[src/rtl/atom_npu_accum.sv]
// atom_npu_accum: sums VEC_LEN signed 4-bit core results into one saturating
// dot-product value, applies optional ReLU, and offers the result on a
// valid/ready port. The upstream core cannot be stalled, so inputs that arrive
// while a finished result is still waiting are discarded and flagged.
//
// Output handshake: out_valid/out_data form a standard valid/ready source.
// Once out_valid is high, out_data is held stable and out_valid stays high
// until a cycle with out_valid && out_ready (the transfer cycle); only clear
// or reset may withdraw it. in_valid has no ready: it is a one-cycle strobe.
module atom_npu_accum #(
  parameter int VEC_LEN = 4,
  parameter int ACC_W   = 8
) (
  input  logic             clk,
  input  logic             rst_n,
  input  logic             clear,
  input  logic             relu_en,
  input  logic             in_valid,
  input  logic [3:0]       in_data,
  output logic             out_valid,
  input  logic             out_ready,
  output logic [ACC_W-1:0] out_data,
  output logic [3:0]       count,
  output logic             sat,
  output logic             drop,
  output logic             state_dbg
);

  typedef enum logic {
    ST_ACC  = 1'b0,
    ST_HOLD = 1'b1
  } state_t;

  localparam logic [3:0] LAST_IDX = 4'(VEC_LEN - 1);

  localparam logic signed [ACC_W-1:0] ACC_MAX = {1'b0, {(ACC_W-1){1'b1}}};
  localparam logic signed [ACC_W-1:0] ACC_MIN = {1'b1, {(ACC_W-1){1'b0}}};

  state_t           state_q, state_d;
  logic [ACC_W-1:0] acc_q, acc_d;
  logic [3:0]       count_q, count_d;
  logic             out_valid_q, out_valid_d;
  logic [ACC_W-1:0] out_data_q, out_data_d;
  logic             sat_q, sat_d;
  logic             drop_q, drop_d;

  // Sign-extended input and the saturating sum of acc + input.
  logic [ACC_W-1:0] in_sext;
  logic [ACC_W:0]   wide_sum;
  logic             sum_ovf;
  logic [ACC_W-1:0] sat_sum;
  logic [ACC_W-1:0] relu_sum;
  logic             handshake;

  // Widen by one bit so overflow shows up as a mismatch of the top two bits.
  always_comb begin
    in_sext   = {{(ACC_W-4){in_data[3]}}, in_data};
    wide_sum  = {acc_q[ACC_W-1], acc_q} + {in_sext[ACC_W-1], in_sext};
    sum_ovf   = wide_sum[ACC_W] ^ wide_sum[ACC_W-1];
    sat_sum   = wide_sum[ACC_W-1:0];
    if (sum_ovf) begin
      sat_sum = wide_sum[ACC_W] ? ACC_MIN : ACC_MAX;
    end
    relu_sum  = (relu_en && sat_sum[ACC_W-1]) ? '0 : sat_sum;
    handshake = out_valid_q && out_ready;
  end

  // Next-state and register-update decisions; clear overrides everything.
  always_comb begin
    state_d     = state_q;
    acc_d       = acc_q;
    count_d     = count_q;
    out_valid_d = out_valid_q;
    out_data_d  = out_data_q;
    sat_d       = sat_q;
    drop_d      = drop_q;

    if (clear) begin
      state_d     = ST_ACC;
      acc_d       = '0;
      count_d     = '0;
      out_valid_d = 1'b0;
      out_data_d  = '0;
      sat_d       = 1'b0;
      drop_d      = 1'b0;
    end else begin
      unique case (state_q)
        ST_ACC: begin
          if (in_valid) begin
            if (sum_ovf) begin
              sat_d = 1'b1;
            end
            if (count_q == LAST_IDX) begin
              // Last element: publish the result and restart the accumulator.
              out_data_d  = relu_sum;
              out_valid_d = 1'b1;
              acc_d       = '0;
              count_d     = '0;
              state_d     = ST_HOLD;
            end else begin
              acc_d   = sat_sum;
              count_d = count_q + 4'd1;
            end
          end
        end
        ST_HOLD: begin
          if (handshake) begin
            out_valid_d = 1'b0;
            state_d     = ST_ACC;
            // An input landing on the transfer cycle starts the next vector.
            if (in_valid) begin
              acc_d   = in_sext;
              count_d = 4'd1;
            end
          end else if (in_valid) begin
            drop_d = 1'b1;
          end
        end
        default: begin
          state_d = ST_ACC;
        end
      endcase
    end
  end

  // State and datapath registers with asynchronous active-low reset.
  always_ff @(posedge clk or negedge rst_n) begin
    if (!rst_n) begin
      state_q     <= ST_ACC;
      acc_q       <= '0;
      count_q     <= '0;
      out_valid_q <= 1'b0;
      out_data_q  <= '0;
      sat_q       <= 1'b0;
      drop_q      <= 1'b0;
    end else begin
      state_q     <= state_d;
      acc_q       <= acc_d;
      count_q     <= count_d;
      out_valid_q <= out_valid_d;
      out_data_q  <= out_data_d;
      sat_q       <= sat_d;
      drop_q      <= drop_d;
    end
  end

  assign out_valid = out_valid_q;
  assign out_data  = out_data_q;
  assign count     = count_q;
  assign sat       = sat_q;
  assign drop      = drop_q;
  assign state_dbg = state_q;

endmodule

[config.mk]
export PLATFORM = sky130hd
export DESIGN_NAME = atom_npu_accum
export DESIGN_NICKNAME = d
export VERILOG_FILES = /design/src/rtl/atom_npu_accum.sv
export SDC_FILE = /design/constraint.sdc
export NUM_CORES = 1
export LEC_CHECK = 0
export ABC_AREA = 1
export CAP_MARGIN = 20
export CORE_MARGIN = 1.5
export CORE_UTILIZATION = 57
export CTS_BUF_LIST = sky130_fd_sc_hd__clkbuf_16
export DETAILED_ROUTE_END_ITERATION = 7
export PLACE_DENSITY = 0.8
export RECOVER_POWER = 100
export SYNTH_ARGS = -nofsm -noshare
export SYNTH_HDL_FRONTEND = slang
export SYNTH_SLANG_ARGS = --single-unit
[constraint.sdc]
create_clock -name clk -period 5.6 [get_ports clk]
set_clock_uncertainty 0.15 [all_clocks]
set_input_delay 1.12 -clock clk [delete_from_list [all_inputs] [get_ports clk]]
set_output_delay 1.12 -clock clk [all_outputs]
set_load 0.02 [all_outputs]
Word-level counts from Yosys, hierarchy flattened
Cells that the tools add are included.

word-level totals
  register bits = 24
  bits in latches = 0
  memory bits (writable) = 0
  ROM bits = 0
  input port bits = 10
  output and inout bits = 16
  word-level logic and storage cells = 66
  memories kept = 0

cells by class
  add/subtract/negate cells = 2
  multiply operators = 0
  div/mod/pow operators = 0
  $lt $le $gt $ge = 0
  equality and inequality tests = 7
  shifts and indexed selects = 0
  multiplexer cells = 37
  bitwise gates (word level) = 2
  reduce and logical (&&, ||, !) cells = 11

operators by type and width
  cell                                                   number
  2-to-1 mux 8 bit                                       12
  2-to-1 mux 4 bit                                       5
  2-to-1 mux 1 bit                                       16
  case mux 8 bit (2 select lines)                        1
  AND reduction 3 bit                                    5
  adder 8 x 4 -> 9 bit                                   1
  inequality test 3 bit, second input constant           3
  case mux 4 bit (2 select lines)                        1
  nonzero test 2 bit                                     4
  adder 4 x 1 -> 4 bit, second input constant            1
  equality test 4 x 2 -> 1 bit, second input constant    1
  inequality test 2 bit, second input constant           2
  case mux 1 bit (2 select lines)                        2
  inequality test 3 x 2 -> 1 bit, second input constant  1
  logical AND 1 bit                                      2
  inverter 1 bit                                         1
  XOR 1 bit                                              1

Longest topological paths before layout
Gate-level depths: netlist of the first run.

  word-level depth = 9
  mapped depth = 16
  mapped depth without buffers = 15

Worst setup path after synthesis of the first run
No wires, ideal clock.

  path type = input -> register
  start point = input port in_data[0]
  end point = register acc_q[6]
  setup time = 116 ps
  arrival time = 2603 ps
  required time = 5334 ps
  setup slack = 2730 ps
  cell stages on the path = 15
  path buffers = 1
  cell sequence = ha_1 > fa_1 > nand2_1 > nand2_1 > nand3_2 > nand3_1 > nand2_2 > nand2_2 > buf_6 > nand2_2 > nand2_1 > nand2_1 > nand2_1 > nand2_1 > nand2_1

between the ends
  word-level cells in the longest chain between the ends = 7
  elaborated cells between the ends (all ways) = 8
  those cells by class = add/sub (1); mux (6); bitwise (1)

RTL lines
  item                                           RTL line  source
  start, declared                                19        input logic [3:0] in_data,
  adder 8 x 4 -> 9 bit *                         58        wide_sum = {acc_q[ACC_W-1], acc_q} + {in_sext[ACC_W-1], in_sext};
  2-to-1 mux 8 bit or XOR 1 bit (tied branches)  62, 59
  2-to-1 mux 8 bit *                             61        if (sum_ovf) begin
  2-to-1 mux 8 bit *                             93        if (count_q == LAST_IDX) begin
  2-to-1 mux 8 bit *                             89        if (in_valid) begin
  case mux 8 bit (2 select lines) *              87        unique case (state_q)
  2-to-1 mux 8 bit *                             78        if (clear) begin
  end signal, assigned                           130       acc_q <= '0;
  end signal, assigned                           138       acc_q <= acc_d;
  end, declared                                  40        logic [ACC_W-1:0] acc_q, acc_d;

Mark *: on every way between the ends. The rest lies on a longest branch, timed or not. The select of a mux whose other input is x is not followed.
A chain may end at the register's enable or synchronous reset.

Final worst setup path of the first run
  start point = input port in_data[0]
  end point = register acc_q[5]

Same word-level chain as after synthesis.

==> metrics.txt, run 1 <==
outcome=complete, no violations; Core Area=2540 um2; hpwl dp=2730 um; multi-input logic area=approximately 840 um2; Tmin final=roughly 3.7 ns; register area=601 um2; worst hold start=out_data[2]$_DFFE_PN0P_; nets=271; area share of the leading cell type in the synthesized netlist=a little under two fifths; CTS Buf Count=3; CTS H-tree depth=1; Avg WL per Cell=roughly 14 um; CTS clk-pin slew, worst paths=0.06 ns; initial antenna violation count=0; Net Count, Synth=243; layout cell share with drive strength beyond 1=between 3 and 4%; largest net degree at the start of global routing=25; Layout fillers=203; Finish-stage setup viols=0; CTS resizes=0; Placed Cells=275; post-CTS setup-driven buffer insertion count=0; CTS hold repair buffers=0; register area share after synthesis=37.9%; Syn Area/Cell=7.11 um2; Mapped Cells=223; Sink Count=24; Max-slew headroom=a little over a quarter; Diodes inserted=0; Die H=between 50 and 60 um; Final Cycle Share=65.8%; Fin. Hold Viols=0; largest family of logic cells by synthesized area=simple AND/OR/NAND/NOR gates; Synthesis Warnings=0; pwr dens=approximately 480 nW/um2; Initial Util=62.3%; gr ovfl total=0; worst-path maximum fanout=12; root buffer cell=clkbuf_16; Clock Latency Late Sink=0.26 ns; worst setup path class=in -> reg; layer with the highest usage=met2; drt first-iter violations=between 50 and 60; Critical Path Start=in_data[0]; Die Area=3110 um2; CTS tree=yes; crit path launch type=input pin; Area Growth Syn to Fin=21.9%; required time worst endpoint=approximately 5.7 ns; Leak Pwr=between 1 and 1.5 nW; Post-Synth XOR/XNOR Area=1.10%; complex-gate fraction of the synthesized area=under 10%; vias per inst=5.51; # DRC=0; synth top area cells=dfrtp_1 38%, nand2_1 21%, ha_1 7.1%, inv_1 5.7%, nand3_1 5.4%; Netlist cell types=30; Routed Antenna Nets=0; Placer Congestion=between 1 and 1.5; Synth area leader=dfrtp_1; non-filler cells, final=280; critical path endpoint category=register; # rows=18; Pre-Repair DR Iteration Count=4; # IOs=26; Die X=55.8 um; Reg-to-Reg Start=state_dbg$_DFF_PN0_; Max Fclk=between 0.2 and 0.3 GHz; mux contribution to synthesized area=0%; vias in the first global route=1478; maximum vdd drop=between 0.3 and 0.4 mV; pins over their slew limit=0; min-delay worst type=reg -> reg; WP data arrival=3.74 ns; clock buffer depth=2; Synth Area in Adders=8.36%; slew at the pin closest to its max-slew limit=1.10 ns; synthesized area=1590 um2; RSZ-0062 raised after global routing=false; MaxCap Viol Count=0; IO buf count=25; GR Util met1=30.5%; met3 Track Usage GR=5.35%; Post-Synth Simple-Gate Area=37.0%; Via Count=1544; GRT Overall Usage=26.0%; global-route wire length before repair=6420 um; Post-Route Setup TNS=0 ns; GR Util met2=44.2%; final wirelength=3900 um; synthesized flop and latch total=24
==> worst paths after layout <==
| kind | to | slack, ns | depth (start not counted) |
|---|---|---|---|
| max | acc_q[5]$_DFFE_PN0P_ | 1.91 | 16 |
| min | out_data[2]$_DFFE_PN0P_ | 0.32 | 2 |
| max reg2reg | acc_q[5]$_DFFE_PN0P_ | 2.89 | 9 |
| min reg2reg | out_data[2]$_DFFE_PN0P_ | 0.32 | 2 |
| max in group asynchronous | acc_q[3]$_DFFE_PN0P_ | 3.03 | 2 |
| min in group asynchronous | out_data[7]$_DFFE_PN0P_ | 1.00 | 1 |
==> cells in the mapped netlist <==
cell and number:
ha_1 9, nor2_4 1, nand2_1 87, or2_1 1, nor3_1 1, nor2_1 16
buf_6 1, a211oi_1 1, a21oi_1 9, nand3_2 1, nand2_2 5, nor3_2 1
a31oi_1 1, nand3_1 17, buf_2 2, nand3b_1 3, fa_1 1, xor2_1 1
a21oi_2 2, xnor2_1 1, o21ai_0 3, o21ai_1 2, nand4_1 1, inv_1 24
nor2_2 2, dfrtp_1 24, a22o_1 1, inv_2 2, o22ai_1 2, o31ai_1 1
==> cells in the final DEF, fill, tap and decap left out, drive strengths merged <==
cell	count
nand2	92
inv	26
dfrtp	24
dlygate4sd3	19
nor2	19
nand3	18
a21oi	11
ha	9
clkdlybuf4s50	6
o21ai	5
clkbuf	4
nand3b	3
nor3	2
o22ai	2
or2	1
xnor2	1
a22o	1
a31oi	1
nand4	1
o31ai	1
xor2	1
a211oi	1
fa	1
bufinv	1
==> cell families after synthesis <==
| kind of cell | count (synthesis) |
|---|---|
| adder cells (fa/ha/maj) | 10 |
| AND/OR/NAND/NOR | 136 |
| flip-flops | 24 |
| buffers and inverters | 29 |
| XOR/XNOR | 2 |
| AO/OA/AOI/OAI | 22 |
==> area by class of cell <==
class,count,share of cell area [%]
multi-input combinational,170,43.4
sequential,24,31.0
timing repair buffer,26,13.1
inverter,26,5.05
clock buffer,3,3.88
tap,30,1.94
clock inverter,1,1.55
==> where the power goes <==
part | switching (mW) | total, mW | internal [mW]
clock | 0.0632 | 0.205 | 0.142
sequential | 0.0275 | 0.240 | 0.213
combinational | 0.312 | 0.477 | 0.165
==> layer usage <==
metal	wire [um]	vias to the layer above
met3	268	14
met2	1900	62
li1	-	772
met1	1610	696
met4	122	0
met5	0	-
==> state kept, by name, indices dropped and copies added (netlist names) <==
signal and flops:
count 4, out_valid 1, acc_q 8, drop 1
sat 1, out_data 8, state_dbg 1
==> critical path, cell delays in order <==
cell and delay, ns:
dlygate4sd3_1 0.56, ha_1 0.23, fa_1 0.39, nand2_1 0.12
nand2_1 0.10, nand3_1 0.14, nand2_1 0.09, nand2_1 0.07
nand2_1 0.08, nand2_1 0.34, nand2_1 0.10, nand2_1 0.12
nand2_1 0.06, nand2_1 0.06, nand2_1 0.06, nand2_1 0.09
==> stage by stage <==
step / total power [mW] / hold WS, ns / worst slack (ns) / area (um2) / util (%)
after floorplan: 0.603 / 0.303 / 2.73 / 1590 / -
after global placement: 0.702 / 0.314 / 2.12 / 1850 / 72.8
after detailed placement: 0.716 / 0.317 / 2.03 / 1850 / 72.8
after CTS: 0.933 / 0.334 / 2.29 / 1960 / 76.9
after global routing: 0.992 / 0.352 / 1.72 / 1930 / 76.0
final: 0.922 / 0.323 / 1.91 / 1930 / 76.0
Power figures use the tool's default switching activity.
==> run 2: changes to the inputs <==
Settings changed: CORE_UTILIZATION 57 to 48, PLACE_DENSITY 0.8 to 0.72.
Clock period 5.6 ns to 3.3 ns, I/O delays scaled along.
==> run 2 against run 1 <==
  * Combinational power increased by 64%
  * Utilization decreased by 14 points
  * Sequential share of layout area decreased by 0.060 points
  * Total power increased by 58%
  * Global-route usage decreased by 4.4 points
  * Sequential power increased by 70%
  * Cell area increased by 0.19%
  * Count of clock-buffer cells in the layout unchanged
  * Highest routed layer unchanged
==> metrics.txt, run 2 (same netlist as run 1, synthesis figures left out) <==
outcome=complete, no violations; Tmin final=2.91 ns; hpwl dp=approximately 2700 um; Sink Count=24; crit path launch type=input pin; IO buf count=25; Flop pwr share=approximately 28%; worst-path maximum fanout=8; nets=271; CTS tree=yes; Avg WL per Cell=around 12 um; Leak Pwr=1.11 nW; CTS Buf Count=3; # rows=20; CTS resizes=0; worst setup path class=in -> reg; critical path's most frequent cell=nand2_1; total power=1.45 mW; Fin. Hold Viols=0; global-route wire length before repair=5960 um; Final Cycle Share=88.2%; RSZ-0062 raised after global routing=false; CP bufs+invs=1; Die H=60.5 um; # IOs=26; Sw Ratio=44.6%; Max Fclk=0.343 GHz; Placer Congestion=0.885; slew at the pin closest to its max-slew limit=1.25 ns; initial antenna violation count=0; clock power share=18.1%; Post-Route Setup TNS=0 ns; MaxCap Viol Count=0; Via Count=1464; clock buffer depth=2; Routed Antenna Nets=0; delay-heaviest family, CP=simple AND/OR/NAND/NOR gates; # DRC=0; Pre-Repair DR Iteration Count=4; CTS hold repair buffers=0; Finish-stage setup viols=0; critical path endpoint category=register; GRT Overall Usage=approximately 22%; pins over their slew limit=0; Area Growth Syn to Fin=22.2%; final wirelength=3470 um; fin worst setup slack=around 0.39 ns; min-delay worst type=reg -> reg; Final Core Density=62.5%; maximum vdd drop=0.374 mV; DP Worst Slack=0.202 ns; Slowest-stage cell, CP=clkdlybuf4s50_1; Switch Pwr=649 uW; hold_ws=0.319 ns; WP data arrival=2.96 ns; r2r setup slk=~0.85 ns; post-CTS setup-driven buffer insertion count=0; pwr dens=between 700 and 800 nW/um2; Max-slew headroom=around 17%; drt first-iter violations=between 50 and 60; vias per inst=4.98; gr ovfl total=0; Clock Latency Late Sink=0.26 ns; required time worst endpoint=3.34 ns; Crit path largest cell delay=0.43 ns; largest net degree at the start of global routing=25; crit path cell chain=clkdlybuf4s50_1, ha_1, fa_1, nand2_1, nand2_1, nand3_1, nand2_1, nand2_1, nand2_1, nand2_1, nand2_1, o21ai_0, nand2_1, nand2_1; Pint=805 uW; root buffer cell=clkbuf_16; layout cell share with drive strength beyond 1=under 10%; vias in the first global route=1317; Diodes inserted=0; CTS clk-pin slew, worst paths=roughly 0.060 ns; CTS H-tree depth=1; Core Area=~3100 um2; commonest non-fill, non-tap cell in the layout=nand2_1; Initial Util=51.1%; Die Area=3660 um2; most frequent cells in the layout=88 x nand2_1, 26 x inv_1, 24 x dfrtp_1; Die X=roughly 60 um; Comb pwr share=53.9%
## run 2: cell types whose count changed in the layout (fill, tap and decap cells not counted)
cell	change
nand2_1	-2
nand2_2	+2
bufinv_16	-1
clkinv_1	+1
nor2_1	-1
nor2_2	+1
nor3_1	-1
nor3_2	+1
o21ai_0	+1
o21ai_1	-1
## run 2: tightest hold or removal path, delay by kind of cell, from the launching register on
| family | cells | cell delay (ns) |
|---|---|---|
| flip-flops | 1 | 0.34 |
| AND/OR/NAND/NOR | 2 | 0.10 |
## run 2: stage by stage
step	instance area, um2	std cells
final	1940	294
after floorplan	1590	223
after detailed placement	1880	290
after global routing	1940	294
after global placement	1880	290
after CTS	1960	294
## run 2: power groups by stage
stage          registers, mW  clock network, mW  logic [mW]
2_1_floorplan          0.433                  0       0.590
3_5_place_dp           0.414                  0       0.800
6_report               0.407              0.263       0.783
3_3_place_gp           0.412                  0       0.799
5_1_grt                0.415              0.280       0.901
4_1_cts                0.409              0.267       0.804
## run 2: area by class of cell
type,count,area [um2]
clock inverters,1,3.75
inverters,26,97.6
flip-flops and latches,24,601
fillers,310,1160
multi-input cells,170,852
well taps,44,55.1
clock buffers,3,75.1
repair buffers,26,254
## run 2: worst paths after layout
| path | startpoint | to | cells after the start |
|---|---|---|---|
| min | out_data[4]$_DFFE_PN0P_ | out_data[4]$_DFFE_PN0P_ | 2 |
| max reg2reg | acc_q[0]$_DFFE_PN0P_ | sat$_DFFE_PN0P_ | 13 |
| min in group asynchronous | rst_n | out_data[5]$_DFFE_PN0P_ | 2 |
| max | in_data[0] | sat$_DFFE_PN0P_ | 14 |
| max in group asynchronous | rst_n | count[3]$_DFFE_PN0P_ | 2 |
| min reg2reg | out_data[4]$_DFFE_PN0P_ | out_data[4]$_DFFE_PN0P_ | 2 |
## run 2: layer usage
layer	wire, um	vias up	track usage, %
li1	-	767	-
met2	1620	35	35.6
met4	19	0	2.80
met3	140	4	4.69
met1	1690	658	30.3
met5	0	-	0
